[src/rtl/keccak_digest_reader.sv]
// Buffers a squeezed SHA3-512 digest and serves it as 32-bit words to l.cust5 reads.
// Define KECCAK_DIGEST_READER_BSWAP_EN to byte-reverse each word as it is returned.
module keccak_digest_reader (
    input  logic         clk,
    input  logic         rst,
    input  logic [4:0]   alu_op,
    input  logic [4:0]   cust5_op,
    input  logic [5:0]   cust5_limm,
    input  logic [511:0] digest,
    input  logic         digest_valid,
    output logic [31:0]  keccak_dataout,
    output logic         dout_valid,
    output logic         digest_ready,
    output logic         all_read,
    output logic         rd_err,
    output logic         overrun
);

    typedef enum logic [1:0] {
        S_EMPTY   = 2'd0,
        S_FULL    = 2'd1,
        S_DRAINED = 2'd2
    } state_t;

    state_t         state_q, state_d;
    logic [511:0]   hold_q, hold_d;
    logic [15:0]    mask_q, mask_d;
    logic [31:0]    dataout_q, dataout_d;
    logic           dout_valid_q, dout_valid_d;
    logic           rd_err_q, rd_err_d;
    logic           overrun_q, overrun_d;

    logic           is_cust5;
    logic           store;
    logic           head;
    logic [3:0]     idx;
    logic           rd_ok;
    logic [31:0]    word_raw;
    logic [31:0]    word_sel;
    logic [15:0]    mask_set;

    // Decode the custom instruction and select the addressed word.
    always_comb begin
        is_cust5 = (alu_op == 5'b1_0010);
        store    = is_cust5 && (cust5_op == 5'b01000);
        head     = is_cust5 && (cust5_op == 5'b00100);
        idx      = cust5_limm[3:0];
        rd_ok    = store && (cust5_limm[5:4] == 2'b00) && (state_q != S_EMPTY);
        word_raw = hold_q[{idx, 5'd0} +: 32];
`ifdef KECCAK_DIGEST_READER_BSWAP_EN
        word_sel = {word_raw[7:0], word_raw[15:8], word_raw[23:16], word_raw[31:24]};
`else
        word_sel = word_raw;
`endif
        mask_set = rd_ok ? (16'h0001 << idx) : 16'h0000;
    end

    // Next-state: capture has priority over HEAD, and reads use the pre-capture data.
    always_comb begin
        state_d      = state_q;
        hold_d       = hold_q;
        mask_d       = mask_q;
        dataout_d    = dataout_q;
        dout_valid_d = 1'b0;
        rd_err_d     = 1'b0;
        overrun_d    = overrun_q;

        if (store) begin
            if (rd_ok) begin
                dataout_d    = word_sel;
                dout_valid_d = 1'b1;
            end else begin
                dataout_d = 32'h0;
                rd_err_d  = 1'b1;
            end
        end

        if (digest_valid) begin
            hold_d  = digest;
            mask_d  = 16'h0000;
            state_d = S_FULL;
            if (head) begin
                overrun_d = 1'b0;
            end else if (state_q == S_FULL) begin
                overrun_d = 1'b1;
            end
        end else if (head) begin
            state_d   = S_EMPTY;
            mask_d    = 16'h0000;
            overrun_d = 1'b0;
        end else if (rd_ok) begin
            mask_d = mask_q | mask_set;
            if ((state_q == S_FULL) && (mask_d == 16'hFFFF)) begin
                state_d = S_DRAINED;
            end
        end
    end

    // State and registered outputs; reset discards any in-flight read.
    always_ff @(posedge clk or posedge rst) begin
        if (rst) begin
            state_q      <= S_EMPTY;
            hold_q       <= '0;
            mask_q       <= '0;
            dataout_q    <= '0;
            dout_valid_q <= 1'b0;
            rd_err_q     <= 1'b0;
            overrun_q    <= 1'b0;
        end else begin
            state_q      <= state_d;
            hold_q       <= hold_d;
            mask_q       <= mask_d;
            dataout_q    <= dataout_d;
            dout_valid_q <= dout_valid_d;
            rd_err_q     <= rd_err_d;
            overrun_q    <= overrun_d;
        end
    end

    assign keccak_dataout = dataout_q;
    assign dout_valid     = dout_valid_q;
    assign rd_err         = rd_err_q;
    assign overrun        = overrun_q;
    assign digest_ready   = (state_q == S_FULL);
    assign all_read       = (state_q == S_DRAINED);

endmodule

[config.mk]
export PLATFORM = sky130hd
export DESIGN_NAME = keccak_digest_reader
export DESIGN_NICKNAME = d
export VERILOG_FILES = /design/src/rtl/keccak_digest_reader.sv
export SDC_FILE = /design/constraint.sdc
export NUM_CORES = 1
export LEC_CHECK = 0
export CORE_AREA = 2 2 223 225
export DETAILED_ROUTE_END_ITERATION = 7
export DIE_AREA = 0 0 225 227
export PLACE_DENSITY_LB_ADDON = 0.1
export SYNTH_ARGS = -nofsm -noshare
export SYNTH_HDL_FRONTEND = slang
export SYNTH_SLANG_ARGS = --single-unit
[constraint.sdc]
create_clock -name clk -period 41.3 [get_ports clk]
set_input_delay 8.26 -clock clk [delete_from_list [all_inputs] [get_ports clk]]
set_output_delay 8.26 -clock clk [all_outputs]
set_load 0.005 [all_outputs]
==> qor.yml, run 1 <==
outcome: "finished clean"
r2r_start: "state_q[1]"
critPathRequiredTime_ns: 41.87
maxSlewHeadroom: 0.282
track_usage: 0.274
htreeDepth: 2
clk_latency_ns: 0.61
initial_core_util: 0.515
cts_hold_buf: 0
first_pass_iters: 5
cts_buffers: 59
syn_avg_cell_area_um2: 17.0
crit_buf_inv: 4
netlist_area_um2: 25000
synth_edf_count: 0
cts.sinks: 565
grt_pass1_wl_um: 104000
critPathSlowestCell: "buf_4"
async_flop_share: 1.00
maxClockFrequency_mhz: 93.5
drc_errors: 0
cts_tree: "done"
startpoint_type: "input port"
ant_nets: 0
coreArea_um2: 48500
fp.dieW_um: 225
drt_first_iter_violations: 1034
fin_area_um2: 33200
critPathTopFamily: "buffers and inverters"
placed_area_um2: 31100
netlist_instances: 1473
place.gp.congestion: 0.863
io-pin-count: 568
path_cells: "clkdlybuf4s50_1, inv_8, buf_4, buf_4"
wl_per_cell_um: 25.5
post_cts_resize_count: 0
grt_pass1_vias: 16850
root_buffer: "clkbuf_16"
path_clk_slew_ns: 0.06
seq_power_share: 0.464
pre_cts_ws_ns: 29.87
min_path_type: "flop to flop"
synth_nets: 2004
numPortBuffers: 567
p_sw_frac: 0.226
finalCriticalPeriod_ns: 10.69
cp_max_fo: 133
critPathKind: "input port to async pin"
worstSetupStartpoint: "rst"
yosysSeqAreaShare: 0.565
post-dp-hpwl_um: 49100
skew_ns: 0.0165
crit_top_cell: "buf_4"
fill_cells: 3387
combPwrFrac: 0.139
cp_slowest_stage_delay_ns: 0.88
fin_tns_setup_ns: 0
synth_warnings: 0
drv_slew: 0
finalCritPeriodShare: 0.259
syn_to_final_growth_pct: 32.7
synthFlopType: "dfrtp_1"
via_count: 15530
timing.final.ws_setup_ns: 30.61
clockBufferDepth: 3
nNetsFinal: 2545
arrival_ns: 11.27
setup_viol: 0
cts_setup_buffers: 0
grt_overflow: 0
ir_worst_vdd_mv: 0.0359
dieArea_um2: 51100
rsz0062_at_grt: "false"
antenna_found_initial: 53
via_per_inst: 5.72
synth-seq-cells: 565
min_from: "mask_q[10]"
p_sw_uw: 308
p_leak_uw: 0.0134
power.share.clock: 0.396
totalWireLength_um: 69300
p_int_uw: 1050
tightest_slew_ns: 1.08
rows: 81
yosysUniqueCellTypes: 40
drive_above_1_share: 0.372
grt_max_degree: 134
power.density_nw_per_um2: 40.9
end_kind: "async pin"
die_h_um: 227
hold_viol: 0
maxCapViolCount: 0
-- power groups by stage --
stage          clock network (uW)  registers (uW)  logic (uW)
6_report                      538             630         189
3_3_place_gp                    0             639         185
5_1_grt                       573             636         203
4_1_cts                       549             631         192
2_1_floorplan                   0             630         118
3_5_place_dp                    0             641         191
-- Yosys cell counts (all sizes together), types with 3 or more instances --
master | count | area share
mux4 | 160 | 0.15
nor2 | 21 | 0.0035
a22o | 32 | 0.011
o21ai | 3 | 0.00060
nand2b | 5 | 0.0013
o21a | 4 | 0.0012
mux2 | 513 | 0.23
dfrtp | 565 | 0.57
buf | 25 | 0.0078
clkbuf | 79 | 0.012
nor2b | 7 | 0.0018
a31oi | 5 | 0.0013
inv | 4 | 0.00060
nand3 | 3 | 0.00060
a21oi | 12 | 0.0024
nand2 | 3 | 0.00045
nor4 | 5 | 0.0013
nor3 | 6 | 0.0012
and2 | 4 | 0.0010
-- registers in the layout (all words and copies together), names as in the netlist --
| signal | flops |
|---|---|
| dout_valid | 1 |
| hold_q | 512 |
| keccak_dataout | 32 |
| mask_q | 16 |
| overrun | 1 |
| rd_err | 1 |
| state_q | 2 |
-- routing by layer --
layer  track usage  wire [um]  share of wire
met1         0.334      26500           0.38
met5             0        221         0.0032
met2         0.445      33800           0.49
met3         0.108       6580          0.095
met4         0.105       2250          0.032
-- worst reg2reg max path, stage by stage, from the launching register on --
cell and delay (ns):
dfrtp_1 0.42, o21ai_1 0.26, nor2_4 0.47, buf_4 0.56, and2_1 0.31, a21oi_1 0.09, nor2_1 0.11
-- metrics by stage --
stage / hold slack, ns / power, uW / utilization / cells
floorplan: 0.457 / 749 / - / 1473
global placement: 0.470 / 824 / 0.641 / 2575
detailed placement: 0.483 / 831 / 0.641 / 2575
CTS: 0.496 / 1370 / 0.682 / 2681
global route: 0.508 / 1410 / 0.683 / 2700
finish: 0.497 / 1360 / 0.684 / 2716
-- cells in the final DEF, fill, tap and decap left out, types with 7 or more instances in the layout --
cell,count
nor2b_1,7
clkdlybuf4s50_1,562
clkbuf_8,19
clkinv_2,12
mux2_2,513
clkbuf_1,9
clkbuf_16,61
mux4_2,126
dfrtp_1,565
buf_4,18
diode_2,35
a22o_1,32
a21oi_1,12
mux4_1,34
nor2_1,20
-- final cells by class --
cell class | instances | area, um^2 | area share
Sequential cell | 565 | 14100 | 0.426
Multi-Input combinational cell | 800 | 10400 | 0.313
Timing Repair Buffer | 584 | 5810 | 0.175
Clock buffer | 88 | 1810 | 0.0545
Tap cell | 622 | 778 | 0.0235
Clock inverter | 18 | 174 | 0.00524
Antenna cell | 35 | 87.6 | 0.00264
Inverter | 4 | 22.5 | 0.000679
-- path summary, 6_finish.rpt --
kind                         endpoint  slack [ns]  depth (start not counted)
hold / removal             mask_q[10]        0.50                          2
hold reg to reg            mask_q[10]        0.50                          2
max in group clk            mask_q[1]       30.62                          9
setup / recovery           hold_q[24]       30.61                          4
setup reg to reg            mask_q[1]       39.00                          6
min in group asynchronous  hold_q[13]        8.24                          2
-- kinds of logic (layout without fill, tap and decap cells) --
family,after synthesis,count (layout),synth area share
mux,674,674,0.381
compound gates,64,64,0.0198
flops,565,565,0.565
other cells,0,35,0
simple gates,62,62,0.0141
buf+inv,108,694,0.0203
Power figures use the tool's default switching activity.
==> run 2, diff against run 1 <==
Settings changed: CORE_AREA 2 2 223 225 to unset, CORE_UTILIZATION set to 46, DIE_AREA 0 0 225 227 to unset.
Clock period 41.3 ns to 9.56 ns, I/O delays scaled along.
==> run 2 against run 1 <==
Effect of this change:
- count of clock-buffer cells in the layout increased by 5
- largest cell class unchanged
- die area up 8.3%
- setup slack got worse by 26 ns
- sequential power grew to 4.3 times the previous value
- critical path depth up 5
==> qor.yml, run 2 (synthesis gave the netlist of run 1 again) <==
grt_pass1_wl_um: 107000  # was 104000 um
maxSlewHeadroom: 0.284  # was 0.282
clockBufferDepth: 3  # unchanged
fin_cells: 2776  # was 2716
initial_core_util: 0.465  # was 0.515
ant_nets: 0  # unchanged
dpl.cell_count: 2647  # was 2575
drt_first_iter_violations: 807  # was 1034
drv_slew: 0  # unchanged
setup_viol: 0  # unchanged
critPathKind: "input port to flop"  # was input port to async pin
p_leak_uw: 0.0135  # was 0.0134 uW
fin_area_um2: 33400  # was 33200 um^2
grt_overflow: 0  # unchanged
largest_reg_flops: 512  # unchanged
fill_cells: 4077  # was 3387
maxClockFrequency_mhz: 215
hold_viol: 0  # unchanged
io-pin-count: 568  # unchanged
nNetsFinal: 2544  # was 2545
outcome: "finished clean"  # unchanged
finalCritPeriodShare: 0.487
final_cell_mix: "565 x dfrtp_1, 562 x clkdlybuf4s50_1, 513 x mux2_2, 126 x mux4_2, 61 x clkbuf_16"  # unchanged
via_count: 15520  # about the same
numPortBuffers: 567  # unchanged
cp_max_fo: 38  # was 133
syn_to_final_growth_pct: 33.4  # was 32.7%
ir_worst_vdd_mv: 0.159  # was 0.0359 mV
htreeDepth: 2  # unchanged
rows: 85  # was 81
fp.dieW_um: 235  # was 225 um
critPathRequiredTime_ns: 10.04  # was 41.87 ns
rsz0062_at_grt: "false"  # unchanged
cp_slowest_stage_delay_ns: 0.66  # was 0.88 ns
first_pass_iters: 4  # was 5
cts_setup_buffers: 0  # unchanged
placed_area_um2: 31300  # was 31100 um^2
skew_ns: 0.0159  # was 0.0165 ns
crit_top_cell: "buf_4"  # unchanged
critPathSlowestCell: "nor2_4"  # was buf_4
grt_max_degree: 178  # was 134
end_kind: "flop"  # was async pin
top_register: "hold_q"  # unchanged
maxCapViolCount: 0  # unchanged
cts_tree: "done"  # unchanged
tightest_slew_ns: 1.07  # was 1.08 ns
final_common_cell: "dfrtp_1"  # unchanged
drc_errors: 0  # unchanged
grt_pass1_vias: 16844  # was 16.9k
place.gp.congestion: 0.841  # was 0.863
pre_cts_ws_ns: 4.32  # was 29.87 ns
path_cells: "clkdlybuf4s50_1, nor2b_1, nand3_2, buf_4, nor2_4, buf_4, nand4_1, a2111oi_2, o21bai_1"  # was clkdlybuf4s50_1, inv_8, buf_4, buf_4
p_total_uw: 5980  # was 1360 uW
coreArea_um2: 53800  # was 48500 um^2
track_usage: 0.260  # was 0.274
cts_hold_buf: 0  # unchanged
die_h_um: 235  # was 227 um
antenna_found_initial: 33  # was 53
dieArea_um2: 55300  # was 51100 um^2
timing.final.ws_setup_ns: 4.90  # was 30.61 ns
drive_above_1_share: 0.369  # was 0.372
cts_buffers: 60  # was 59
root_buffer: "clkbuf_16"  # unchanged
finalCriticalPeriod_ns: 4.66
post-dp-hpwl_um: 49000  # was 49100 um
power.density_nw_per_um2: 179  # was 40.9 nW/um^2
min_path_type: "flop to flop"  # unchanged
clk_latency_ns: 0.61  # about the same
path_clk_slew_ns: 0.06  # about the same
post_cts_resize_count: 0  # unchanged
arrival_ns: 5.14  # was 11.27 ns
hold_slack_ns: 0.488  # was 0.497 ns
totalWireLength_um: 70600  # was 69300 um
via_per_inst: 5.59  # was 5.72
startpoint_type: "input port"  # unchanged
cts.sinks: 565  # unchanged
wl_per_cell_um: 25.4  # was 25.5 um
[run 2: final timing paths]
kind | from | to | slack, ns | cells after the start
max | cust5_op[3] | state_q[0] | 4.90 | 9
min | mask_q[10] | mask_q[10] | 0.49 | 2
max reg2reg | state_q[1] | state_q[0] | 6.86 | 6
min reg2reg | mask_q[10] | mask_q[10] | 0.49 | 2
max in group asynchronous | rst | hold_q[318] | 6.14 | 4
min in group asynchronous | rst | hold_q[14] | 1.85 | 3
[run 2: worst max-delay path: cells and delay by family]
kind / cells / cell delay [ns]
AO/OA/AOI/OAI: 2 / 0.60
buffers and inverters: 3 / 1.34
AND/OR/NAND/NOR: 4 / 1.26
[run 2: report_power, final]
part | total, uW | leakage, uW | switching [uW] | internal (uW)
registers | 2720 | 0.00672 | 111 | 2610
clock network | 2440 | 0.00102 | 965 | 1470
logic | 822 | 0.00575 | 272 | 550
total | 5980 | 0.0135 | 1350 | 4630
[run 2: layout make-up]
class                   instances  area [um^2]  share of cell area
clock inverters                18          265             0.00795
inverters                       4         18.8            0.000563
diodes                         18         45.0             0.00135
flip-flops and latches        565        14100               0.424
clock buffers                  93         1800              0.0539
repair buffers                582         5850               0.175
multi-input cells             800        10400               0.311
well taps                     696          871              0.0261
[run 2: per-stage QoR]
step / utilization / TNS [ns]
after floorplan: - / -25.80
after global routing: 0.620 / 0
final: 0.620 / 0
after detailed placement: 0.581 / 0
after CTS: 0.619 / 0
after global placement: 0.581 / 0
[run 2: per-layer routing]
metal / GRT usage / share of wire / up-vias
li1: - / - / 6740
met1: 0.334 / 0.41 / 8170
met2: 0.416 / 0.49 / 446
met5: 0 / 0.0030 / -
met3: 0.0837 / 0.074 / 132
met4: 0.0877 / 0.025 / 32
==> run 3, diff against run 2 <==
Clock period 9.56 ns to 3.9 ns, I/O delays scaled along.
==> run 3 against run 2 <==
Effect of this change:
- critical path depth down 1
- non-clock buffer count up 23
- clock power up 140%
- highest routed layer unchanged
==> qor.yml, run 3 (synthesis gave the netlist of run 1 again) <==
dieArea_um2: 55300  # unchanged
r2r_cells: 5  # was 6
cts_tree: "done"  # unchanged
place.gp.congestion: 0.847  # was 0.841
io-pin-count: 568  # unchanged
rsz0062_at_grt: "false"  # unchanged
startpoint_type: "input port"  # unchanged
drv_slew: 0  # unchanged
clk_latency_ns: 0.61  # about the same
first_pass_iters: 5  # was 4
clockBufferDepth: 3  # unchanged
hold_end: "mask_q[10]"  # unchanged
power.density_nw_per_um2: 434  # was 179 nW/um^2
final_common_cell: "dfrtp_1"  # unchanged
r2r-end: "state_q[0]"  # unchanged
path_clk_slew_ns: 0.06  # about the same
fill_cells: 4008  # was 4077
final_cell_mix: "565 x dfrtp_1, 562 x clkdlybuf4s50_1, 513 x mux2_2, 126 x mux4_2, 61 x clkbuf_16"  # unchanged
ff_latch_area_um2: 14100  # unchanged
via_count: 15495  # about the same
r2r_start: "state_q[1]"  # unchanged
rows: 85  # unchanged
hold_slack_ns: 0.494  # was 0.488 ns
drive_above_1_share: 0.379  # was 0.369
r2r_setup_slack_ns: 1.99  # was 6.86 ns
cts_setup_buffers: 0  # unchanged
finalCriticalPeriod_ns: 2.67
setup_viol: 0  # unchanged
post-dp-hpwl_um: 51600  # was 49000 um
wl_per_cell_um: 25.3  # was 25.4 um
syn_to_final_growth_pct: 34.7  # was 33.4%
drc_errors: 0  # unchanged
coreArea_um2: 53800  # unchanged
track_usage: 0.262  # was 0.260
maxSlewHeadroom: 0.504  # was 0.284
critPathRequiredTime_ns: 4.38  # was 10.04 ns
grt_overflow: 0  # unchanged
maxClockFrequency_mhz: 374
end_kind: "flop"  # unchanged
top_register: "hold_q"  # unchanged
largest_reg_flops: 512  # unchanged
post_cts_resize_count: 0  # unchanged
drt_first_iter_violations: 933  # was 807
grt_pass1_wl_um: 108000  # was 107000 um
p_leak_uw: 0.0136  # was 0.0135 uW
totalWireLength_um: 70700  # was 70600 um
min_path_cells: 2  # unchanged
hold_viol: 0  # unchanged
tightest_slew_ns: 0.743  # was 1.07 ns
grt_max_degree: 82  # was 178
root_buffer: "clkbuf_16"  # unchanged
fin_tns_setup_ns: 0  # unchanged
cts_hold_buf: 0  # unchanged
arrival_ns: 3.16  # was 5.14 ns
min_path_type: "flop to flop"  # unchanged
maxCapViolCount: 0  # unchanged
outcome: "finished clean"  # unchanged
via_per_inst: 5.55  # was 5.59
cts_buffers: 60  # unchanged
die_h_um: 235  # unchanged
numPortBuffers: 567  # unchanged
initial_core_util: 0.465  # unchanged
multi_input_area_um2: 10400  # unchanged
ant_nets: 0  # unchanged
skew_ns: 0.0112  # was 0.0159 ns
fp.dieW_um: 235  # unchanged
htreeDepth: 2  # unchanged
dpl.cell_count: 2670  # was 2647
nNetsFinal: 2567  # was 2544
critPathKind: "input port to flop"  # unchanged
cts.sinks: 565  # unchanged
grt_pass1_vias: 16963  # was 16.8k
cp_max_fo: 47  # was 38
p_total_uw: 14600  # was 5980 uW
antenna_found_initial: 37  # was 33
finalCritPeriodShare: 0.685
min_from: "mask_q[10]"  # unchanged
ir_worst_vdd_mv: 0.345  # was 0.159 mV
fin_cells: 2793  # was 2776
run 3: cell count changes in the layout (fill, tap and decap cells not counted), sizes merged:
cell / delta
buf: +23
clkbuf: -11
clkinv: +1
clkinvlp: +4
run 3: layer usage:
| layer | track usage | vias to the layer above | share of wire |
|---|---|---|---|
| li1 | - | 6782 | - |
| met1 | 0.343 | 8030 | 0.41 |
| met2 | 0.413 | 497 | 0.49 |
| met3 | 0.0795 | 148 | 0.071 |
| met4 | 0.0949 | 38 | 0.027 |
| met5 | 0 | - | 0.0035 |
run 3: where the power goes:
part	total [uW]	leakage (uW)	internal [uW]	switching, uW
sequential	6680	0.00672	6400	281
combinational	2070	0.00593	1380	693
clock	5870	0.00100	3550	2330
run 3: stage by stage:
stage | area, um^2 | utilization | worst slack [ns]
6_report | 33700 | 0.626 | 1.23
5_1_grt | 33700 | 0.626 | 0.932
3_3_place_gp | 31600 | 0.587 | 0.782
4_1_cts | 33700 | 0.625 | 1.24
2_1_floorplan | 25000 | - | -4.57
3_5_place_dp | 31600 | 0.587 | 0.654
run 3: how the worst max path moves through the flow:
stage / startpoint / end
5_1_grt: cust5_limm[0] / state_q[0]
4_1_cts: state_q[0] / digest_ready
3_5_place_dp: cust5_limm[0] / state_q[0]
3_3_place_gp: cust5_limm[0] / state_q[0]
2_1_floorplan: rst / dout_valid
6_report: cust5_limm[0] / state_q[0]
run 3: critical path, stage by stage:
cell and delay [ns]:
clkbuf_8 0.51, buf_12 0.35, and2_1 0.29, nand4b_1 0.24
nor4_1 0.33, o211ai_1 0.15, a2111oi_2 0.30, o21bai_1 0.12
run 3: layout make-up:
type	count	share of cell area
Inverter	4	0.000557
Timing Repair Buffer	605	0.184
Clock buffer	82	0.0515
Antenna cell	18	0.00134
Multi-Input combinational cell	800	0.308
Clock inverter	23	0.00902
Sequential cell	565	0.420
Tap cell	696	0.0258
